--- config.mk ---
export PLATFORM = sky130hd
export DESIGN_NAME = counter_sequencer
export DESIGN_NICKNAME = d
export VERILOG_FILES = /design/src/rtl/counter_sequencer.sv
export SDC_FILE = /design/constraint.sdc
export NUM_CORES = 1
export LEC_CHECK = 0
export CAP_MARGIN = 15
export CORE_ASPECT_RATIO = 1.2
export CORE_MARGIN = 3
export CORE_UTILIZATION = 50
export DETAILED_ROUTE_END_ITERATION = 6
export PLACE_DENSITY = 0.71
export SKIP_CTS_REPAIR_TIMING = 1
export SYNTH_ARGS = -nofsm -noshare
export SYNTH_HDL_FRONTEND = slang
export SYNTH_SLANG_ARGS = --single-unit
--- constraint.sdc ---
create_clock -name clk -period 6.94 [get_ports clk]
set_input_delay 1.735 -clock clk [delete_from_list [all_inputs] [get_ports clk]]
set_output_delay 1.735 -clock clk [all_outputs]
set_load 0.02 [all_outputs]
--- src/rtl/counter_sequencer.sv ---
// counter_sequencer
//   Accepts "count N steps up/down" commands over valid/ready, buffers them in
//   a DEPTH-entry FIFO and plays them out one at a time on en/up_dn, which
//   drive a downstream counter directly. Each command ends with a one-cycle
//   done pulse.
// Ports:
//   clk, rst        - clock, synchronous active-high reset
//   cmd_valid/ready - command handshake; cmd_up = direction, cmd_len = steps
//   hold            - pause RUN without losing progress
//   abort           - flush FIFO and return to IDLE (no done)
//   en, up_dn       - counter enable / direction
//   busy, done      - state != IDLE / completion pulse
//   fifo_count      - commands currently buffered
module counter_sequencer #(
    parameter int LEN_W = 8,
    parameter int DEPTH = 4
) (
    input  logic                     clk,
    input  logic                     rst,
    input  logic                     cmd_valid,
    output logic                     cmd_ready,
    input  logic                     cmd_up,
    input  logic [LEN_W-1:0]         cmd_len,
    input  logic                     hold,
    input  logic                     abort,
    output logic                     en,
    output logic                     up_dn,
    output logic                     busy,
    output logic                     done,
    output logic [$clog2(DEPTH):0]   fifo_count
);

    localparam int AW = $clog2(DEPTH);
    localparam int CW = AW + 1;

    typedef struct packed {
        logic             up;
        logic [LEN_W-1:0] len;
    } cmd_t;

    typedef enum logic [1:0] {IDLE, RUN, DONE} state_t;

    cmd_t              mem [DEPTH];
    logic [AW-1:0]     wr_ptr, rd_ptr;
    logic [CW-1:0]     count;
    logic              full, empty, push, pop;
    cmd_t              head;

    state_t            state_q, state_d;
    logic [LEN_W-1:0]  remaining;
    logic              dir_q;

    assign full      = (count == CW'(DEPTH));
    assign empty     = (count == '0);
    assign cmd_ready = !full && !rst && !abort;
    assign push      = cmd_valid && cmd_ready;
    // Only IDLE pops; the FIFO has no bypass, so a fresh write waits a cycle.
    assign pop       = (state_q == IDLE) && !empty && !abort;
    assign head      = mem[rd_ptr];

    assign en         = (state_q == RUN) && !hold && !abort;
    assign up_dn      = dir_q;
    assign busy       = (state_q != IDLE);
    assign done       = (state_q == DONE);
    assign fifo_count = count;

    // Storage is not reset; push is already blocked during rst/abort.
    always_ff @(posedge clk) begin
        if (push) mem[wr_ptr] <= '{up: cmd_up, len: cmd_len};
    end

    always_ff @(posedge clk) begin
        if (rst || abort) begin
            wr_ptr <= '0;
            rd_ptr <= '0;
            count  <= '0;
        end else begin
            if (push) wr_ptr <= wr_ptr + AW'(1);
            if (pop)  rd_ptr <= rd_ptr + AW'(1);
            case ({push, pop})
                2'b10:   count <= count + CW'(1);
                2'b01:   count <= count - CW'(1);
                default: count <= count;
            endcase
        end
    end

    always_comb begin
        state_d = state_q;
        case (state_q)
            IDLE: if (pop) state_d = (head.len != '0) ? RUN : DONE;
            RUN:  if (en && remaining == LEN_W'(1)) state_d = DONE;
            DONE: state_d = IDLE;
            default: state_d = IDLE;
        endcase
        if (abort) state_d = IDLE;
    end

    always_ff @(posedge clk) begin
        if (rst) begin
            state_q   <= IDLE;
            remaining <= '0;
            dir_q     <= 1'b0;
        end else begin
            state_q <= state_d;
            if (abort) begin
                remaining <= '0;
            end else if (pop) begin
                remaining <= head.len;
                dir_q     <= head.up;
            end else if (en) begin
                remaining <= remaining - LEN_W'(1);
            end
        end
    end

endmodule

==> qor_table.md, run 1 <==
| Step | Result | Reported |
| --- | --- | --- |
| clock tree | Bufs on Longest Clock Path | 2 |
| setup path | Class of the most critical setup path | input pin to output pin |
| place | Placed cell areas | 2670 sq um |
| logic synthesis | Post-synth design cell area | 2420 sq um |
| clock tree | Clk sinks | 56 |
| logic synthesis | Average instance area after synthesis | 14.2 sq um |
| pwr | Power share of the sequential group | 0.653 |
| detailed routing | Count of nets left with antenna violations after detail routing | 0 |
| flow run | Number of max-capacitance violations reported | 0 |
| timing | Post-route minimum period | 5280 ps |
| timing | Minimum setup slack in the final design | 1660 ps |
| detailed routing | Average wire length per cell after detail routing | 16.6 um |
| logic synthesis | Nets in the synthesized netlist | 193 |
| logic synthesis | Gate Count Post-Synth | 171 |
| detailed routing | Total number of vias | 1413 |
| cells and area | Final nets | 215 |
| clock tree | Clock tree from TritonCTS | yes |
| setup path | Worst path arrival time | 3540 ps |
| global routing | Antenna violations before repair | 0 |
| pwr | Switching power | 112 uW |
| logic synthesis | Number of distinct library cells after synthesis | 43 |
| pwr | Internal power | 438 uW |
| floorplan | Floorplan die height | 82.2 um |
| pwr | Pwr/cell area | 200 nW/um^2 |
| floorplan | X dimension of the die | 69.5 um |
| pwr | Part of the power in combinational logic | 0.052 |
| clock tree | Cts bufs inserted | 5 |
| global routing | GRT overflow | 0 |
| clock tree | Clock insertion delay at the later pin of the skew report | 300 ps |
| global routing | First-pass GRT wire length | 7100 um |
| min path | Min-Delay Path Depth | 1 |
| logic synthesis | Number of flip-flops and latches in the synthesized netlist | 56 |
| setup path | Worst-case register-to-register setup slack | 4500 ps |
| pwr | Power consumption | 549 uW |
| cells and area | Ratio of cells with drive above 1 in the final layout | 0.0984 |
| cells and area | Number of antenna repair diodes | 0 |
| logic synthesis | Number of warnings issued by yosys | 0 |
| cells and area | Filler cell count | 350 |
| logic synthesis | Sequential cell area fraction in the yosys report | 0.612 |
| setup path | Reg-to-Reg End | fifo_count[2] |
| timing | Final clock skew | 6.72 ps |
| clock tree | Library cell used as clock root buffer | sky130_fd_sc_hd__clkbuf_8 |
| timing | Final Hold Fails | 0 |
| cells and area | Area added between synthesis and finish | 13.4% |
| pwr | Highest ir drop seen on vdd | 0.150 mV |
| setup path | Endpoint kind of the worst setup timing path | output pin |
| timing | RSZ-0062 raised after global routing | false |
| timing | Max Clock Freq | 190 MHz |
| setup path | Data required time of the critical path | 5200 ps |
| setup path | R2r worst-path depth | 9 |
| setup path | Startpoint class of the critical path | input pin |
| min path | WHS Endpoint | state_q[1] |
| place | HPWL Detailed | 2990 um |
| timing | Slew HR | 0.456 |
| clock tree | Depth of the CTS H-tree | 2 |
| setup path | Maximum net fanout on the critical path | 8 |
| detailed routing | First-pass iteration count of the detailed router | 4 |
| min path | Worst Hold Class | register to register |
| pwr | Switching share of total power | 0.203 |
| floorplan | Die outline area | 5720 sq um |
| place | Dpl ws | 1670 ps |
| timing | Number of pins exceeding their max-slew limit in the final report | 0 |
| timing | Transition time at the pin with the least slew margin | 811 ps |
| global routing | Via count of the first global-routing pass | 1470 |
| status | Result of the run | completed |
| min path | Hold path startpoint | state_q[1] |
| floorplan | Starting Density | 0.523 |
| timing | Final total negative setup slack | 0 ps |
| detailed routing | Starting DRC count in detailed routing | 72 |
| pwr | Leakage power | 0.855 nW |
| setup path | FF-to-FF Start | fifo_count[0] |
| place | Placer congestion estimate | 0.804 |
| global routing | Total Routing Usage GR | 0.162 |
| cells and area | Final instance area | 2750 sq um |
| clock tree | Post-CTS clock slew at the launch and capture registers of the worst setup and hold paths | 90 ps |
| timing | Share of the cycle needed by the critical path after routing | 0.760 |
| timing | Final number of setup-violating endpoints | 0 |
| global routing | Largest net degree at the start of global routing | 21 |
| detailed routing | Number of vias per cell after detailed routing | 5.63 |
| pwr | Fraction of power consumed by the clock network | 0.295 |
| place | Buffers on Ports | 21 |
| detailed routing | Final wirelength | 4170 um |
| detailed routing | Residual DRC count | 0 |
| floorplan | Standard cell core area | 4630 sq um |
| floorplan | Count of standard-cell rows | 27 |
| floorplan | Top-level port count | 22 |
## cell type report
cell class	instances	area, sq um	area share
inverter	13	48.8	0.0178
clock buffer	5	68.8	0.0251
sequential	56	1480	0.540
clock inverter	2	7.51	0.00273
timing repair buffer	22	218	0.0793
multi-input combinational	95	848	0.309
tap	58	72.6	0.0264
## flip-flops by register name, summed over array words and instances (netlist names), named ones only
signal,cells
wr_ptr,2
remaining,8
fifo_count,3
state_q,2
up_dn,1
rd_ptr,2
mem,36
## routing by layer
metal | share of wire | wire, um | up-vias | GRT usage
met5 | 0 | 0 | - | 0
met4 | 0.022 | 92 | 0 | 0.0781
met3 | 0.038 | 159 | 9 | 0.0412
met2 | 0.51 | 2130 | 26 | 0.282
met1 | 0.43 | 1790 | 699 | 0.189
li1 | - | - | 679 | -
## cells in the final DEF, fill, tap and decap left out, types with 2 or more instances in the layout
| cell type | synthesis | routed |
|---|---|---|
| sky130_fd_sc_hd__a211oi_1 | 2 | 2 |
| sky130_fd_sc_hd__xnor2_1 | 5 | 5 |
| sky130_fd_sc_hd__a221oi_1 | 2 | 2 |
| sky130_fd_sc_hd__nand3_1 | 2 | 2 |
| sky130_fd_sc_hd__clkdlybuf4s50_1 | 0 | 21 |
| sky130_fd_sc_hd__clkbuf_8 | 0 | 5 |
| sky130_fd_sc_hd__a21oi_1 | 5 | 5 |
| sky130_fd_sc_hd__edfxtp_1 | 36 | 36 |
| sky130_fd_sc_hd__nand4_1 | 2 | 2 |
| sky130_fd_sc_hd__clkinv_1 | 0 | 2 |
| sky130_fd_sc_hd__a31oi_1 | 2 | 2 |
| sky130_fd_sc_hd__nand2_1 | 4 | 4 |
| sky130_fd_sc_hd__nor2_1 | 18 | 18 |
| sky130_fd_sc_hd__o21ai_0 | 2 | 2 |
| sky130_fd_sc_hd__mux4_1 | 4 | 4 |
| sky130_fd_sc_hd__a211o_1 | 2 | 2 |
| sky130_fd_sc_hd__nor4_2 | 2 | 2 |
| sky130_fd_sc_hd__nor3_1 | 4 | 4 |
| sky130_fd_sc_hd__a211oi_2 | 2 | 2 |
| sky130_fd_sc_hd__and2_1 | 4 | 4 |
| sky130_fd_sc_hd__dfxtp_1 | 20 | 20 |
| sky130_fd_sc_hd__a22oi_1 | 2 | 2 |
| sky130_fd_sc_hd__inv_1 | 13 | 13 |
| sky130_fd_sc_hd__xor2_1 | 2 | 2 |
| sky130_fd_sc_hd__ha_1 | 7 | 7 |
| sky130_fd_sc_hd__mux4_2 | 5 | 5 |
## power groups by stage
stage | sequential (mW) | clock (mW) | combinational, mW
finish | 0.359 | 0.162 | 0.0288
global route | 0.359 | 0.181 | 0.0314
CTS | 0.359 | 0.167 | 0.0289
detailed placement | 0.366 | 0 | 0.0287
global placement | 0.366 | 0 | 0.0274
floorplan | 0.366 | 0 | 0.0142
## synth_stat cells, drive strengths merged
| cell | number | area, sq um |
|---|---|---|
| edfxtp | 36 | 1080 |
| dfxtp | 20 | 400 |
| nor2 | 18 | 67.6 |
| inv | 13 | 48.8 |
| mux4 | 9 | 218 |
| ha | 7 | 87.6 |
| a21oi | 5 | 25.0 |
| xnor2 | 5 | 43.8 |
| a211oi | 4 | 40.0 |
| and2 | 4 | 25.0 |
| clkbuf | 4 | 15.0 |
| nand2 | 4 | 15.0 |
| nor3 | 4 | 20.0 |
| nor4 | 4 | 52.6 |
| buf | 3 | 27.5 |
| or2 | 3 | 18.8 |
| a211o | 2 | 17.5 |
| a221oi | 2 | 17.5 |
| a22oi | 2 | 15.0 |
| a31oi | 2 | 12.5 |
| nand3 | 2 | 10.0 |
| nand4 | 2 | 12.5 |
| nor4b | 2 | 23.8 |
| o21ai | 2 | 10.0 |
| xor2 | 2 | 17.5 |
| a22o | 1 | 8.76 |
| a311o | 1 | 10.0 |
| fa | 1 | 20.0 |
| mux2i | 1 | 10.0 |
| nor2b | 1 | 6.26 |
| nor3b | 1 | 7.51 |
| o31a | 1 | 8.76 |
| o31ai | 1 | 7.51 |
| or3 | 1 | 6.26 |
| or4b | 1 | 13.8 |
## worst max path at each step
stage               startpoint        end  depth (start not counted)
finish                   abort         en                          4
floorplan                  rst  cmd_ready                          4
CTS                      abort         en                          4
detailed placement       abort         en                          4
global route             abort         en                          4
global placement         abort         en                          4
## kinds of logic after synthesis
group | share of synthesized area
DFF | 0.612
and+or+nand+nor | 0.115
AOI/OAI and AO/OA | 0.0713
buffers and inverters | 0.0377
muxes | 0.0941
adders and majority gates | 0.0444
xor gates and xnor gates | 0.0253
## stage by stage
stage / utilization / cells / hold WS, ps
finish: 0.593 / 251 / 510
global route: 0.593 / 251 / 529
CTS: 0.593 / 251 / 508
detailed placement: 0.577 / 244 / 496
global placement: 0.577 / 244 / 485
floorplan: - / 171 / 454
## worst max-delay path, stage by stage
cell and delay, ps:
sky130_fd_sc_hd__clkdlybuf4s50_1 510, sky130_fd_sc_hd__or4b_4 630, sky130_fd_sc_hd__inv_1 80, sky130_fd_sc_hd__clkdlybuf4s50_1 590
No activity file was read; power rests on OpenSTA's default activity.
==> run 2, diff against run 1 <==
clock period = 5.3 ns   (was 6.94 ns; I/O delays follow)
==> run 2 against run 1 <==
Core utilization stayed put. Sequential cell count stayed put. Die area stayed put. Sequential share of layout area unchanged. Global-route usage up 0.38 points. Clock power grew 30%. Sequential power grew 31%. Clock skew fell by 0.59 ps. Non-clock buffer count unchanged. Via count is 0.78% higher. First-iteration DRC count increased by 72%. Critical path type unchanged. Largest power group unchanged. Highest routed layer unchanged.
==> qor_table.md, run 2 (same netlist as run 1, synthesis figures left out) <==
| Step | Result | Reported | Change |
| --- | --- | --- | --- |
| status | Result of the run | completed |  |
| setup path | FF-to-FF Start | fifo_count[0] |  |
| floorplan | Count of standard-cell rows | 27 | unchanged |
| timing | Number of pins exceeding their max-slew limit in the final report | 0 | unchanged |
| timing | Transition time at the pin with the least slew margin | 825 ps | +14.4 ps |
| cells and area | Max reg flops | 36 | unchanged |
| timing | RSZ-0062 raised after global routing | false |  |
| pwr | Leakage power | 0.855 nW | unchanged |
| clock tree | Bufs on Longest Clock Path | 2 | unchanged |
| setup path | Crit path largest cell delay | 630 ps | about the same |
| detailed routing | Average wire length per cell after detail routing | 17.0 um | +2.3% |
| clock tree | Cts bufs inserted | 5 | unchanged |
| setup path | Data required time of the critical path | 3970 ps | -1230 ps |
| setup path | Cell type with the highest occurrence count on the critical path | sky130_fd_sc_hd__clkdlybuf4s50_1 |  |
| floorplan | Die outline area | 5720 sq um | unchanged |
| clock tree | Post-CTS clock slew at the launch and capture registers of the worst setup and hold paths | 90 ps | about the same |
| cells and area | Number of antenna repair diodes | 0 | unchanged |
| clock tree | Clock insertion delay at the later pin of the skew report | 300 ps | about the same |
| global routing | Antenna violations before repair | 0 | unchanged |
| floorplan | Floorplan die height | 82.2 um | unchanged |
| pwr | Pwr/cell area | 262 nW/um^2 | +31% |
| timing | Minimum setup slack in the final design | 835 ps | -828 ps |
| setup path | Class of the most critical setup path | input pin to output pin |  |
| min path | Hold path startpoint | state_q[1] |  |
| place | Placed Instances | 244 | unchanged |
| detailed routing | Total number of vias | 1424 | +0.78% |
| place | HPWL Detailed | 3040 um | +1.7% |
| setup path | Slowest stage cell, crit path | sky130_fd_sc_hd__or4b_4 |  |
| timing | Final Hold Fails | 0 | unchanged |
| clock tree | Depth of the CTS H-tree | 2 | unchanged |
| place | Buffers on Ports | 21 | unchanged |
| setup path | Startpoint class of the critical path | input pin |  |
| clock tree | Clk sinks | 56 | unchanged |
| detailed routing | Starting DRC count in detailed routing | 124 | +72% |
| setup path | Maximum net fanout on the critical path | 8 | unchanged |
| clock tree | Clock tree from TritonCTS | yes |  |
| cells and area | Largest Register | mem |  |
| detailed routing | Count of nets left with antenna violations after detail routing | 0 | unchanged |
| floorplan | Top-level port count | 22 | unchanged |
| place | Placer congestion estimate | 0.808 | +0.52% |
| pwr | Highest ir drop seen on vdd | 0.197 mV | +31% |
| global routing | Via count of the first global-routing pass | 1500 | +2.0% |
| cells and area | Ratio of cells with drive above 1 in the final layout | 0.0984 | unchanged |
| detailed routing | Final wirelength | 4260 um | +2.3% |
| global routing | Total Routing Usage GR | 0.166 | +0.00382 |
| timing | Final clock skew | 6.14 ps | -0.586 ps |
| clock tree | Library cell used as clock root buffer | sky130_fd_sc_hd__clkbuf_8 |  |
| setup path | Worst Setup SP | abort |  |
| setup path | Endpoint kind of the worst setup timing path | output pin |  |
| global routing | Largest net degree at the start of global routing | 21 | unchanged |
| cells and area | Commonest cells after routing, fill and taps aside | sky130_fd_sc_hd__edfxtp_1 (36), sky130_fd_sc_hd__clkdlybuf4s50_1 (21), sky130_fd_sc_hd__dfxtp_1 (20) |  |
| place | Dpl ws | 844 ps | -826 ps |
| detailed routing | First-pass iteration count of the detailed router | 4 | unchanged |
| setup path | Worst path cell trace | clkdlybuf4s50_1, or4b_4, inv_1, clkdlybuf4s50_1 |  |
| cells and area | Most common cell after layout, fill and taps aside | sky130_fd_sc_hd__edfxtp_1 |  |
| cells and area | Final nets | 215 | unchanged |
| floorplan | Standard cell core area | 4630 sq um | unchanged |
| timing | Share of the cycle needed by the critical path after routing | 0.842 |  |
| detailed routing | Residual DRC count | 0 | unchanged |
| timing | Slew HR | 0.447 | -0.00966 |
| timing | Final total negative setup slack | 0 ps | unchanged |
| timing | Final number of setup-violating endpoints | 0 | unchanged |
| min path | Worst Hold Class | register to register |  |
| floorplan | Starting Density | 0.523 | unchanged |
| timing | Max Clock Freq | 224 MHz |  |
| flow run | Number of max-capacitance violations reported | 0 | unchanged |
| setup path | Worst path arrival time | 3140 ps | -400 ps |
| timing | Post-route minimum period | 4460 ps |  |
| cells and area | Number of non-filler instances in the completed layout | 251 | unchanged |
| floorplan | X dimension of the die | 69.5 um | unchanged |
| detailed routing | Number of vias per cell after detailed routing | 5.67 | +0.78% |
| cells and area | Area added between synthesis and finish | 13.4% | unchanged |
| global routing | First-pass GRT wire length | 7310 um | +3.0% |
| global routing | GRT overflow | 0 | unchanged |
==> run 2: cell counts in the layout (fill, tap and decap cells not counted) <==
No cell type changed its count.
==> run 2: layout make-up <==
type	count	area, sq um
fill	355	1880
sequential	56	1480
multi-input combinational	95	848
timing repair buffer	22	218
tap	58	72.6
clock buffer	5	68.8
inverter	13	48.8
clock inverter	2	7.51
==> run 2: path summary, 6_finish.rpt <==
kind                    to  slack [ps]  cells after the start
min reg2reg     state_q[1]         540                      1
min             state_q[1]         540                      1
max                     en         840                      4
max reg2reg  fifo_count[2]        2840                      9
==> run 2: where the power goes <==
part | internal (mW) | switching, mW
Combinational | 0.0183 | 0.0195
Clock | 0.0876 | 0.123
Sequential | 0.467 | 0.00260
Total | 0.573 | 0.146
==> run 2: layer usage <==
| layer | GRT usage | part of all wire | vias up |
|---|---|---|---|
| li1 | - | - | 685 |
| met1 | 0.193 | 0.42 | 694 |
| met2 | 0.306 | 0.53 | 39 |
| met3 | 0.0375 | 0.039 | 6 |
| met4 | 0.0547 | 0.013 | 0 |
| met5 | 0 | 0 | - |
==> run 2: per-stage QoR <==
step	util	cell area [sq um]	hold slack [ps]	total power, mW
2_1_floorplan	-	2420	454	0.498
3_3_place_gp	0.577	2670	485	0.515
3_5_place_dp	0.577	2670	516	0.518
4_1_cts	0.593	2750	528	0.722
5_1_grt	0.593	2750	557	0.750
6_report	0.593	2750	535	0.719
==> run 2: critical path, delay by kind of cell <==
kind	cells	cell delay, ps
buf+inv	3	1180
simple gates	1	630
==> run 3, diff against run 2 <==
PLACE_DENSITY = 0.74   (was 0.71)
clock period = 3.6 ns   (was 5.3 ns; I/O delays follow)
==> run 3 against run 2 <==
Combinational power up 54%. Sequential cell count unchanged. Register-to-register slack lost 1500 ps. Critical path type unchanged. Largest cell class unchanged.
==> qor_table.md, run 3 (same netlist as run 1, synthesis figures left out) <==
| Step | Result | Reported | Change |
| --- | --- | --- | --- |
| floorplan | Floorplan die height | 82.2 um | unchanged |
| status | Result of the run | completed |  |
| setup path | Worst-case register-to-register setup slack | 1370 ps | -1470 ps |
| timing | Max Clock Freq | 294 MHz |  |
| timing | Number of pins exceeding their max-slew limit in the final report | 0 | unchanged |
| detailed routing | First-pass iteration count of the detailed router | 4 | unchanged |
| floorplan | Top-level port count | 22 | unchanged |
| timing | RSZ-0062 raised after global routing | false |  |
| min path | Worst Hold Class | register to register |  |
| global routing | Total Routing Usage GR | 0.156 | -0.0104 |
| setup path | Data required time of the critical path | 2700 ps | -1270 ps |
| timing | Post-route minimum period | 3400 ps |  |
| pwr | Pwr/cell area | 394 nW/um^2 | +51% |
| clock tree | Bufs on Longest Clock Path | 2 | unchanged |
| detailed routing | Average wire length per cell after detail routing | 16.1 um | -5.4% |
| min path | WHS Endpoint | state_q[1] |  |
| global routing | First-pass GRT wire length | 6900 um | -5.7% |
| detailed routing | Total number of vias | 1436 | +0.84% |
| floorplan | X dimension of the die | 69.5 um | unchanged |
| clock tree | Depth of the CTS H-tree | 2 | unchanged |
| floorplan | Standard cell core area | 4630 sq um | unchanged |
| setup path | Worst path arrival time | 2500 ps | -640 ps |
| floorplan | Starting Density | 0.523 | unchanged |
| cells and area | Filler cell count | 348 | -2.0% |
| global routing | Largest net degree at the start of global routing | 20 | -4.8% |
| cells and area | Final nets | 219 | +1.9% |
| cells and area | Max reg flops | 36 | unchanged |
| cells and area | Most common cell after layout, fill and taps aside | sky130_fd_sc_hd__edfxtp_1 |  |
| pwr | Switching power | 242 uW | +66% |
| setup path | Endpoint kind of the worst setup timing path | output pin |  |
| setup path | Startpoint class of the critical path | input pin |  |
| pwr | Internal power | 859 uW | +50% |
| timing | Final clock skew | 8.58 ps | +2.44 ps |
| floorplan | Count of standard-cell rows | 27 | unchanged |
| place | Buffers on Ports | 21 | unchanged |
| cells and area | Ratio of cells with drive above 1 in the final layout | 0.131 | +0.0329 |
| setup path | Maximum net fanout on the critical path | 5 | -3 |
| clock tree | Clock insertion delay at the later pin of the skew report | 300 ps | about the same |
| pwr | Fraction of power consumed by the clock network | 0.319 | +0.025 |
| place | Dpl ws | 114 ps | -730 ps |
| cells and area | Number of antenna repair diodes | 0 | unchanged |
| pwr | Part of the power in combinational logic | 0.053 | about the same |
| pwr | Highest ir drop seen on vdd | 0.350 mV | +78% |
| cells and area | Commonest cells after routing, fill and taps aside | sky130_fd_sc_hd__edfxtp_1 (36), sky130_fd_sc_hd__clkdlybuf4s50_1 (21), sky130_fd_sc_hd__dfxtp_1 (20) |  |
| min path | Min-Delay Path Depth | 1 | unchanged |
| flow run | Number of max-capacitance violations reported | 0 | unchanged |
| floorplan | Die outline area | 5720 sq um | unchanged |
| detailed routing | Count of nets left with antenna violations after detail routing | 0 | unchanged |
| clock tree | Post-CTS clock slew at the launch and capture registers of the worst setup and hold paths | 100 ps | about the same |
| global routing | Via count of the first global-routing pass | 1530 | +2.0% |
| timing | Minimum setup slack in the final design | 200 ps | -635 ps |
| clock tree | Clk sinks | 56 | unchanged |
| pwr | Power share of the sequential group | 0.628 | -0.026 |
| pwr | Switching share of total power | 0.220 | +0.0174 |
| min path | Hold path startpoint | state_q[1] |  |
| place | HPWL Detailed | 2970 um | -2.2% |
| place | Placer congestion estimate | 0.876 | +8.4% |
| setup path | Reg-to-Reg End | fifo_count[2] |  |
| detailed routing | Starting DRC count in detailed routing | 121 | -2.4% |
| setup path | FF-to-FF Start | state_q[1] |  |
| clock tree | Cts bufs inserted | 5 | unchanged |
| timing | Share of the cycle needed by the critical path after routing | 0.944 |  |
| setup path | R2r worst-path depth | 8 | -1 |
| pwr | Leakage power | 0.880 nW | +2.9% |
| detailed routing | Final wirelength | 4110 um | -3.5% |
| clock tree | Clock tree from TritonCTS | yes |  |
| cells and area | Area added between synthesis and finish | 15.3% |  |
| cells and area | Largest Register | mem |  |
| timing | Final number of setup-violating endpoints | 0 | unchanged |
| detailed routing | Residual DRC count | 0 | unchanged |
| global routing | GRT overflow | 0 | unchanged |
| detailed routing | Number of vias per cell after detailed routing | 5.61 | -1.1% |
| clock tree | Library cell used as clock root buffer | sky130_fd_sc_hd__clkbuf_8 |  |
| setup path | Class of the most critical setup path | input pin to output pin |  |
| timing | Final Hold Fails | 0 | unchanged |
| timing | Slew HR | 0.603 | +0.156 |
| timing | Final total negative setup slack | 0 ps | unchanged |
| global routing | Antenna violations before repair | 0 | unchanged |
| timing | Transition time at the pin with the least slew margin | 590 ps | -235 ps |
run 3: worst max-delay path by stage:
stage	start	end	slack (ps)	cells past startpoint
floorplan	rst	cmd_ready	720	4
global placement	abort	cmd_ready	190	5
detailed placement	abort	fifo_count[2]	110	12
CTS	abort	cmd_ready	190	5
global route	abort	cmd_ready	70	5
finish	abort	cmd_ready	200	5
run 3: per-stage QoR:
stage / instances / util / hold slack, ps / power, mW / instance area, sq um
final: 256 / 0.603 / 507 / 1.10 / 2790
after global routing: 256 / 0.603 / 546 / 1.15 / 2790
after CTS: 256 / 0.603 / 508 / 1.10 / 2790
after detailed placement: 248 / 0.583 / 492 / 0.764 / 2700
after global placement: 248 / 0.583 / 476 / 0.761 / 2700
after floorplan: 171 / - / 454 / 0.733 / 2420
run 3: cell type report:
cell class	count	area, sq um	share of cell area
Clock buffer	5	68.8	0.0246
Tap cell	58	72.6	0.0260
Timing Repair Buffer	26	248	0.0887
Multi-Input combinational cell	95	848	0.304
Sequential cell	56	1480	0.530
Clock inverter	3	25.0	0.00896
Inverter	13	48.8	0.0175
run 3: worst max-delay path: stages:
cell,delay [ps]
sky130_fd_sc_hd__clkdlybuf4s50_1,420
sky130_fd_sc_hd__buf_4,160
sky130_fd_sc_hd__or2_2,290
sky130_fd_sc_hd__a21oi_1,120
sky130_fd_sc_hd__clkdlybuf4s50_1,610
run 3: power by group through the flow:
stage,logic [mW],registers (mW),clock network [mW]
after detailed placement,0.0578,0.706,0
after floorplan,0.0273,0.706,0
after CTS,0.0581,0.692,0.354
after global placement,0.0550,0.706,0
final,0.0581,0.692,0.352
after global routing,0.0633,0.692,0.391
run 3: layer usage:
metal  vias up  part of all wire  track usage
li1        688                 -            -
met1       705              0.41        0.182
met2        35              0.53        0.272
met3         8             0.041       0.0400
met4         0             0.017       0.0723
met5         -                 0            0
==> patch, RTL diff (config.mk and constraints of run 2) <==
Reset style: asynchronous (`rst`), changed in one clocked block. Comments in the files are not updated.
--- a/src/rtl/counter_sequencer.sv
+++ b/src/rtl/counter_sequencer.sv
@@ -98,3 +98,3 @@
 
-    always_ff @(posedge clk) begin
+    always_ff @(posedge clk or posedge rst) begin
         if (rst) begin
Function: differs if rst is asserted again (counterexample within 4 cycles, from zero or initial values and one cycle with rst high); with rst held inactive, the same outputs for 10 cycles.
==> patch against run 2 <==
  * Register-to-register slack hardly changed
  * Sequential share of layout area is 0.93 points higher
  * Worst setup slack worse by 0.18 ns
  * Sequential cell count stayed put
  * Largest power group unchanged
  * Total power is 15% higher
  * Area after synthesis hardly changed
  * Final area is 2.0% higher
  * Largest cell class unchanged
  * Sequential power is 3% higher
  * Wire length is 2.4% higher
==> patch: results (changes against run 2) <==
Final layout
  • Final net count: 221 (+2.8%)
  • Layout cells sized above 1: 12.00% (+2.2 points)
  • Antenna fix cells: 0 (unchanged)
  • Top reg by flops: mem
  • Largest register FFs: 36 (unchanged)
  • Post-route insts no fill: 258 (+2.8%)
  • Fill cell count: 347 (-2.3%)

Place
  • Placed instance area: 2683 um2 (+0.52%)
  • Final HPWL DP: 3155 um (+3.8%)
  • Place WS: 0.6597 ns (-0.1843 ns)
  • Placer Congestion: 0.8309 (+2.8%)
  • Buffers on Ports: 21 (unchanged)
  • Placed cells: 250 (+2.5%)

Worst hold path
  • Hold Path Class: flip-flop to flip-flop
  • Hold Crit Start: rd_ptr[1]$_SDFFE_PP0P_
  • Hold path depth: 2 (+1)

Clock network
  • Total CTS buffers: 5 (unchanged)
  • H-tree lvl count: 2 (unchanged)
  • Worst-path clk slew: 0.10 ns
  • Worst skew pair latency: 0.31 ns
  • Max clock buf depth: 2 (unchanged)

Logic synthesis
  • Post-synth top cells: edfxtp_1 (36), nor2_1 (15), inv_1 (12), dfrtp_1 (11), nand2_1 (10)
  • Post-synth ARST share: 19.64% (+20 points)
  • Post-Syn Nets: 198 (+2.6%)
  • Post-synth cell types: 39 (-9.3%)
  • Ranking of synthesized cells by area: edfxtp_1 (45%), dfrtp_1 (11%), mux4_2 (8.4%)
  • Instance count of the mapped netlist: 176 (+2.9%)
  • Sequential element share of the synthesized area: 63.43% (+2.2 points)

Setup path
  • CP endpoint: en
  • Crit path max-delay family: buffers and inverters
  • Critical Path Max Stage Delay: 0.70 ns (+0.07 ns)
  • WP data arrival: 3.32 ns (+0.18 ns)
  • Reg2Reg Depth: 9 (unchanged)
  • RR Endpoint: fifo_count[2]$_SDFFE_PP0P_
  • R2r setup slk: 2.84 ns (about the same)
  • Slowest stage cell on the critical path: or4b_1
  • Worst r2r src: state_q[0]$_DFFE_PP0P_

Timing
  • Slew HR: 56.80% (+12 points)
  • Clock Skew: 0.008389 ns (+0.002254 ns)
  • Final hold slack: 0.5280 ns (-0.007157 ns)

Status
  • Run status: complete, no violations

Routing
  • WL met1: 1775 um (-1.2%)
  • Via count: 1,532 (+7.6%)
  • DR WL met2: 2295 um (+2.5%)
  • Top layer used by detailed routing: met4
  • DR WL met3: 211 um (+26%)
  • Detailed-route wire length per cell: 16.91 um (-0.36%)
  • Initial DRC Count: 99 (-20%)
  • First-pass DRT Iterations: 4 (unchanged)

Power and ir drop
  • Clock network fraction of total power: 33.6% (+4.2 points)
  • VDD IR-drop max: 0.0002560 V (+30%)
  • Sw Ratio: 21.60% (+1.3 points)
  • Pwr dens: 295.2 nW/um2 (+13%)
  • Leakage: 0.9458 nW (+11%)
  • Sequential share of power: 58.4% (-7.0 points)

GRT
  • Largest net degree at the start of global routing: 19 (-9.5%)
  • M1 GR Usage: 19.50% (+0.20 points)
  • Met2 Use GR: 30.15% (-0.48 points)
  • Tot GR Track Use: 16.63% (+0.035 points)
  • Met3 Track Usage GR: 3.753% (unchanged)
patch: cell count changes after synthesis, sizes merged, moves of 3 or more:
cell	run 2	this run
or4	0	3
o21ai	2	8
nand2	4	10
dfxtp	20	9
dfrtp	0	11
nor2	18	15
patch: worst register-to-register path, cell delays in order (launching register included):
cell and delay (ns):
dfrtp_1 0.47, or2_2 0.34, nor3_1 0.14, buf_4 0.21
ha_1 0.20, inv_1 0.06, fa_1 0.37, xor2_1 0.16
or3_1 0.31, a21oi_1 0.14
patch: cell type report:
type	instances	area, um2	area share [%]
tap	58	72.57	2.593
multi-input combinational	101	807.0	28.83
sequential	56	1536	54.89
clock buffer	5	68.82	2.459
inverter	13	48.80	1.743
clock inverter	3	47.55	1.699
timing repair buffer	22	217.7	7.778
patch: cells by family after synthesis:
family | share of synthesized area, %
AOI/OAI and AO/OA | 7.696
xor gates and xnor gates | 1.808
adders and majority gates | 4.442
buffers and inverters | 3.254
DFF | 63.43
muxes | 8.832
and+or+nand+nor | 10.54
